--- src/rtl/mem_param_pkg.sv ---
// Shared definitions for the parameterised single-port memory controller:
// FSM state encoding, legal read-latency range and the word parity helper.
// Parity storage is only built when MEM_PARAM_PARITY_EN is defined.
package mem_param_pkg;

   localparam int RD_LAT_MIN = 1;
   localparam int RD_LAT_MAX = 2;

   // Widest word the parity helper accepts; narrower words are zero-extended,
   // which leaves the XOR reduction unchanged.
   localparam int PAR_MAX_W = 1024;

   typedef enum logic [1:0] {
      ST_IDLE    = 2'd0,
      ST_RD_WAIT = 2'd1,
      ST_RSP     = 2'd2
   } state_e;

   // Even parity: the returned bit makes the total count of ones even.
   function automatic logic even_parity(input logic [PAR_MAX_W-1:0] word);
      return ^word;
   endfunction

endpackage

--- src/rtl/mem_param_array.sv ---
// Word storage with byte-enable writes and an asynchronous read port.
// With MEM_PARAM_PARITY_EN defined, one even-parity bit per word is kept
// alongside the data and compared on every read.
// Contents are deliberately not reset.
module mem_param_array
   import mem_param_pkg::*;
#(
   parameter int ADDR_W = 5,
   parameter int DATA_W = 8,
   parameter int DEPTH  = 32
) (
   input  logic                clk,
   input  logic                wr_en,
   input  logic [ADDR_W-1:0]   wr_addr,
   input  logic [DATA_W-1:0]   wr_data,
   input  logic [DATA_W/8-1:0] wr_be,
`ifdef MEM_PARAM_PARITY_EN
   input  logic                wr_par_flip,
`endif
   input  logic [ADDR_W-1:0]   rd_addr,
   output logic [DATA_W-1:0]   rd_data,
   output logic                rd_par_err
);

   localparam int NB    = DATA_W / 8;
   localparam int IDX_W = (DEPTH > 1) ? $clog2(DEPTH) : 1;

   logic [DATA_W-1:0] mem [DEPTH];
   logic [DATA_W-1:0] merged;
   logic [IDX_W-1:0]  wr_idx;
   logic [IDX_W-1:0]  rd_idx;
   logic              wr_in_range;
   logic              rd_in_range;

   assign wr_in_range = int'(wr_addr) < DEPTH;
   assign rd_in_range = int'(rd_addr) < DEPTH;
   assign wr_idx      = wr_addr[IDX_W-1:0];
   assign rd_idx      = rd_addr[IDX_W-1:0];

   // Merge enabled bytes of the new data over the currently stored word.
   always_comb begin
      merged = mem[wr_idx];
      for (int i = 0; i < NB; i++) begin
         if (wr_be[i]) merged[8*i +: 8] = wr_data[8*i +: 8];
      end
   end

   // Out-of-range writes leave the array untouched.
   always_ff @(posedge clk) begin
      if (wr_en && wr_in_range) mem[wr_idx] <= merged;
   end

   assign rd_data = rd_in_range ? mem[rd_idx] : '0;

`ifdef MEM_PARAM_PARITY_EN
   logic par_mem [DEPTH];

   // Parity is recomputed over the merged word; the flip input lets a test
   // plant a corrupted parity bit.
   always_ff @(posedge clk) begin
      if (wr_en && wr_in_range)
         par_mem[wr_idx] <= even_parity(PAR_MAX_W'(merged)) ^ wr_par_flip;
   end

   assign rd_par_err = rd_in_range &&
                       (par_mem[rd_idx] != even_parity(PAR_MAX_W'(rd_data)));
`else
   assign rd_par_err = 1'b0;
`endif

endmodule

--- src/rtl/mem_param_ctrl.sv ---
// Request/response controller around mem_param_array. One transaction is
// in flight at a time; the response is held until rsp_ready.
// Optional feature: MEM_PARAM_PARITY_EN adds the par_inject input and
// reports stored-parity mismatches on reads through rsp_err.
//
//   state   | meaning
//   --------+---------------------------------------------------------
//   IDLE    | ready for a request (req_ready=1)
//   RD_WAIT | read accepted, extra latency cycle (RD_LAT=2 only)
//   RSP     | response presented, waiting for rsp_ready
module mem_param_ctrl
   import mem_param_pkg::*;
#(
   parameter int ADDR_W = 5,
   parameter int DATA_W = 8,
   parameter int DEPTH  = 32,
   parameter int RD_LAT = 1
) (
   input  logic                clk,
   input  logic                rst,
   input  logic                req_valid,
   output logic                req_ready,
   input  logic                req_write,
   input  logic [ADDR_W-1:0]   req_addr,
   input  logic [DATA_W-1:0]   req_wdata,
   input  logic [DATA_W/8-1:0] req_be,
`ifdef MEM_PARAM_PARITY_EN
   input  logic                par_inject,
`endif
   output logic                rsp_valid,
   input  logic                rsp_ready,
   output logic [DATA_W-1:0]   rsp_rdata,
   output logic                rsp_err
);

   if (DATA_W < 8 || DATA_W % 8 != 0 || DATA_W > PAR_MAX_W) begin : g_bad_data_w
      $fatal(1, "mem_param_ctrl: DATA_W=%0d must be a positive multiple of 8", DATA_W);
   end
   if (DEPTH < 1 || DEPTH > (1 << ADDR_W)) begin : g_bad_depth
      $fatal(1, "mem_param_ctrl: DEPTH=%0d must be in 1..2**ADDR_W", DEPTH);
   end
   if (RD_LAT < RD_LAT_MIN || RD_LAT > RD_LAT_MAX) begin : g_bad_rd_lat
      $fatal(1, "mem_param_ctrl: RD_LAT=%0d must be 1 or 2", RD_LAT);
   end

   localparam logic [1:0] IDLE    = ST_IDLE;
   localparam logic [1:0] RD_WAIT = ST_RD_WAIT;
   localparam logic [1:0] RSP     = ST_RSP;

   logic [1:0]        state_q;
   logic [1:0]        state_d;
   logic              accept;
   logic [ADDR_W-1:0] addr_q;
   logic              write_q;
   logic              oob_q;
   logic [DATA_W-1:0] rd_data;
   logic              rd_par_err;

   assign req_ready = (state_q == IDLE);
   assign accept    = req_valid && req_ready;

   // Next-state: writes and single-cycle reads go straight to RSP.
   always_comb begin
      state_d = state_q;
      case (state_q)
         IDLE: begin
            if (accept) state_d = (req_write || RD_LAT == RD_LAT_MIN) ? RSP : RD_WAIT;
         end
         RD_WAIT: state_d = RSP;
         RSP: begin
            if (rsp_ready) state_d = IDLE;
         end
         default: state_d = IDLE;
      endcase
   end

   // State register; reset discards any transaction in flight.
   always_ff @(posedge clk or posedge rst) begin
      if (rst) state_q <= IDLE;
      else     state_q <= state_d;
   end

   // Capture the accepted request so the response stays stable in RSP.
   always_ff @(posedge clk or posedge rst) begin
      if (rst) begin
         addr_q  <= '0;
         write_q <= 1'b0;
         oob_q   <= 1'b0;
      end else if (accept) begin
         addr_q  <= req_addr;
         write_q <= req_write;
         oob_q   <= int'(req_addr) >= DEPTH;
      end
   end

   mem_param_array #(
      .ADDR_W (ADDR_W),
      .DATA_W (DATA_W),
      .DEPTH  (DEPTH)
   ) u_array (
      .clk         (clk),
      .wr_en       (accept && req_write),
      .wr_addr     (req_addr),
      .wr_data     (req_wdata),
      .wr_be       (req_be),
`ifdef MEM_PARAM_PARITY_EN
      .wr_par_flip (par_inject),
`endif
      .rd_addr     (addr_q),
      .rd_data     (rd_data),
      .rd_par_err  (rd_par_err)
   );

   // Outputs derive from the state register only, so reset clears them at once.
   // The array cannot change while in RSP, so the read data is stable.
   assign rsp_valid = (state_q == RSP);
   assign rsp_rdata = (rsp_valid && !write_q) ? rd_data : '0;
   assign rsp_err   = rsp_valid && (oob_q || (!write_q && rd_par_err));

endmodule

--- config.mk ---
export PLATFORM = sky130hd
export DESIGN_NAME = mem_param_ctrl
export DESIGN_NICKNAME = d
export VERILOG_FILES = /design/src/rtl/mem_param_pkg.sv /design/src/rtl/mem_param_array.sv /design/src/rtl/mem_param_ctrl.sv
export SDC_FILE = /design/constraint.sdc
export NUM_CORES = 1
export LEC_CHECK = 0
export BUFFER_PORTS_ARGS = -buffer_cell sky130_fd_sc_hd__buf_4
export CAP_MARGIN = 20
export CELL_PAD_IN_SITES_DETAIL_PLACEMENT = 0
export CELL_PAD_IN_SITES_GLOBAL_PLACEMENT = 1
export CORE_UTILIZATION = 30
export CTS_BUF_LIST = sky130_fd_sc_hd__clkbuf_16
export DETAILED_ROUTE_END_ITERATION = 12
export GPL_TIMING_DRIVEN = 1
export MAX_ROUTING_LAYER = met4
export PLACE_DENSITY_LB_ADDON = 0.25
export SETUP_SLACK_MARGIN = 0.4
export SLEW_MARGIN = 10
export SYNTH_ARGS = -nofsm -noshare
export SYNTH_HDL_FRONTEND = slang
export SYNTH_SLANG_ARGS = --single-unit
--- constraint.sdc ---
create_clock -name clk -period 5.6 [get_ports clk]
set_input_delay 0.84 -clock clk [delete_from_list [all_inputs] [get_ports clk]]
set_output_delay 0.84 -clock clk [all_outputs]
set_load 0.01 [all_outputs]
==> results_dict.tcl <==
set metrics [dict create \
    min_period_over_period 0.745 \
    period_minus_slack_ns 4.17 \
    synth_seq_cells 263 \
    crit_type "reg2out" \
    syn_area_per_cell_um2 21.0 \
    insertion_delay_ns 0.53 \
    worst_pin_slew_ns 1.09 \
    placed_area_um2 11000 \
    outcome "complete, no violations" \
    final_antenna_net_count 0 \
    finalSetupTns_ns 0 \
    post_cts_buffers 0 \
    crit_path_end_kind "output pin" \
    synth-seq-area-share 0.757 \
    cts_tree "yes" \
    num-nets-final 548 \
    wl_per_cell_um 23.7 \
    clk_pin_slew_ns 0.06 \
    hold_buffers 0 \
    max_cap_viol_count 0 \
    stdcell_area_um2 11900 \
    cts_buffer_depth 3 \
    clock.fmax_ghz 0.240 \
    rsz0062_at_grt "false" \
    ir_drop_v 0.000206 \
    power.leakage_nw 3.77 \
    drt_iter0_drc 490 \
    grt-ovfl-total 0 \
    cts-root-buf "clkbuf_16" \
    fp-row-count 67 \
    h-tree-depth 1 \
    grt_start_max_net_pins 53 \
    grtUsageTotal 0.139 \
    routed_wirelength_mm 23.7 \
    gp_congestion 0.747 \
    n_antenna_cell 0 \
    ios 30 \
    chipHeight_um 188 \
    slew_headroom 0.270 \
    via_count 4887 \
    setup-violations-final 0 \
    start_kind "register" \
    yosysWarnings 0 \
    clock-sinks 263 \
    synth_area_um2 10400 \
    dieArea_um2 35400 \
    cp_max_fo 32 \
    grt_pass1_vias 5091 \
    slew_viol_final 0 \
    p_per_area_nw_per_um2 390 \
    start_util 0.308 \
    drive_gt1_frac 0.240 \
    dp_hpwl_mm 15.1 \
    fin_skew_ns 0.00951 \
    synth_fp_nets 513 \
    syn_inst 494 \
    routed_via_density 4.89 \
    ctsResizeCount 0 \
    area_growth_pct 14.9 \
    cp.required_ns 4.76 \
    arrival_ns 3.33 \
    p_total_w 0.00466 \
    drc 0 \
    die_w_um 188 \
    coreArea_um2 33800 \
    r2r_cells 4 \
    n_fill_cell 3132 \
    antenna_found_initial 0 \
    portBuffers 28 \
    synthDistinctLibCells 32 \
    min_path_type "in2async" \
    dr.pass1.iters 4 \
    cts_buffers 28 \
    timing_hold_violations_final 0 \
    grt_pass1_wl_mm 34.7 \
]
==> routing by layer <==
layer	wire length, µm	GRT usage	vias up	share of wire
li1	-	-	2106	-
met1	11100	0.195	2604	0.47
met2	10800	0.207	137	0.46
met3	1240	0.0251	40	0.052
met4	557	0.0353	0	0.024
met5	0	-	-	0
==> report_power, final <==
group	leakage [nW]	internal, W	switching, W
sequential	2.38	0.00217	0.000103
clock	0.466	0.00112	0.000764
combinational	0.921	0.000257	0.000238
==> stage by stage <==
| stage | setup slack [ns] | hold WS (ns) | std cells | util |
|---|---|---|---|---|
| final | 1.43 | 0.251 | 999 | 0.353 |
| after global routing | 1.31 | 0.278 | 999 | 0.353 |
| after CTS | 1.39 | 0.255 | 999 | 0.353 |
| after detailed placement | 1.98 | 0.532 | 947 | 0.325 |
| after global placement | 1.97 | 0.535 | 947 | 0.325 |
| after floorplan | 3.11 | 0.437 | 494 | - |
==> kinds of logic (layout without fill, tap and decap cells) <==
| logic type | Yosys count | after routing | synth area share |
|---|---|---|---|
| multiplexers | 88 | 88 | 0.168 |
| AO/OA/AOI/OAI | 25 | 25 | 0.0173 |
| AND/OR/NAND/NOR | 88 | 88 | 0.0372 |
| other | 1 | 1 | 0.000361 |
| flip-flops | 263 | 263 | 0.757 |
| buffers and inverters | 29 | 86 | 0.0202 |
==> cell usage after synthesis <==
| library cell | number | area share |
|---|---|---|
| edfxtp_1 | 256 | 0.74 |
| mux4_2 | 48 | 0.10 |
| nor2_1 | 37 | 0.013 |
| nand2_1 | 30 | 0.011 |
| mux2i_1 | 20 | 0.019 |
| mux4_1 | 16 | 0.040 |
| a22oi_1 | 8 | 0.0058 |
| buf_2 | 7 | 0.0034 |
| dfrtp_1 | 7 | 0.017 |
| clkbuf_1 | 6 | 0.0022 |
| buf_4 | 5 | 0.0036 |
| a21oi_1 | 4 | 0.0019 |
| a221o_1 | 4 | 0.0039 |
| a31oi_1 | 4 | 0.0024 |
| and3_1 | 4 | 0.0024 |
| buf_6 | 4 | 0.0043 |
| mux2_2 | 4 | 0.0043 |
| nand3b_1 | 4 | 0.0029 |
| nor2b_1 | 4 | 0.0024 |
| o211ai_1 | 4 | 0.0029 |
| nand2b_1 | 3 | 0.0018 |
| buf_1 | 2 | 0.00072 |
| buf_12 | 2 | 0.0039 |
| inv_1 | 2 | 0.00072 |
| nand3_1 | 2 | 0.00096 |
| and2_1 | 1 | 0.00060 |
| buf_8 | 1 | 0.0014 |
| conb_1 | 1 | 0.00036 |
| nor3_1 | 1 | 0.00048 |
| o21ai_0 | 1 | 0.00048 |
| or3_1 | 1 | 0.00060 |
| or3b_2 | 1 | 0.00084 |
==> worst max-delay path, cell delays in order, from the launching register on <==
cell and delay (ns):
dfrtp_2 0.87, buf_4 0.56, mux4_1 0.37, a22oi_1 0.27, o211ai_1 0.26, and3_1 0.29, buf_4 0.14
==> layout make-up <==
cell class              instances  area, µm²  area share
well taps                     448        561      0.0470
multi-input cells             202       2320       0.194
inverters                       2       7.51    0.000629
repair buffers                 32        240      0.0201
flip-flops and latches        263       7870       0.659
clock buffers                  29        726      0.0608
clock inverters                23        219      0.0183
==> final timing paths <==
kind	endpoint	start	slack, ns
setup / recovery	rsp_rdata[2]	addr_q[2]	1.43
max in group asynchronous	addr_q[1]	rst	5.09
hold / removal	write_q	rst	0.25
min in group clk	state_q[1]	rsp_ready	0.50
setup reg to reg	u_array.mem[9][3]	state_q[1]	2.89
hold reg to reg	write_q	write_q	0.55
==> placed cells by master (no fill, tap or decap), types with 3 or more instances in the layout <==
cell	netlist	layout
nand2_1	30	30
clkinv_2	0	6
mux2i_1	20	20
edfxtp_1	256	256
clkinv_1	0	5
mux4_1	16	16
a21oi_1	4	4
a22oi_1	8	8
clkinvlp_4	0	4
nor2b_1	4	4
nor2_1	37	37
a31oi_1	4	4
inv_1	2	5
nand3b_1	4	4
and3_1	4	4
mux4_2	48	48
dfrtp_1	7	4
o211ai_1	4	4
nand2b_1	3	3
mux2_2	4	4
bufinv_16	0	4
a221o_1	4	4
buf_4	5	32
clkbuf_16	0	29
==> state kept, by name (all words and copies together), names as in the netlist <==
name         flops
u_array.mem    256
addr_q           5
state_q          1
write_q          1
Power figures use the tool's default switching activity.
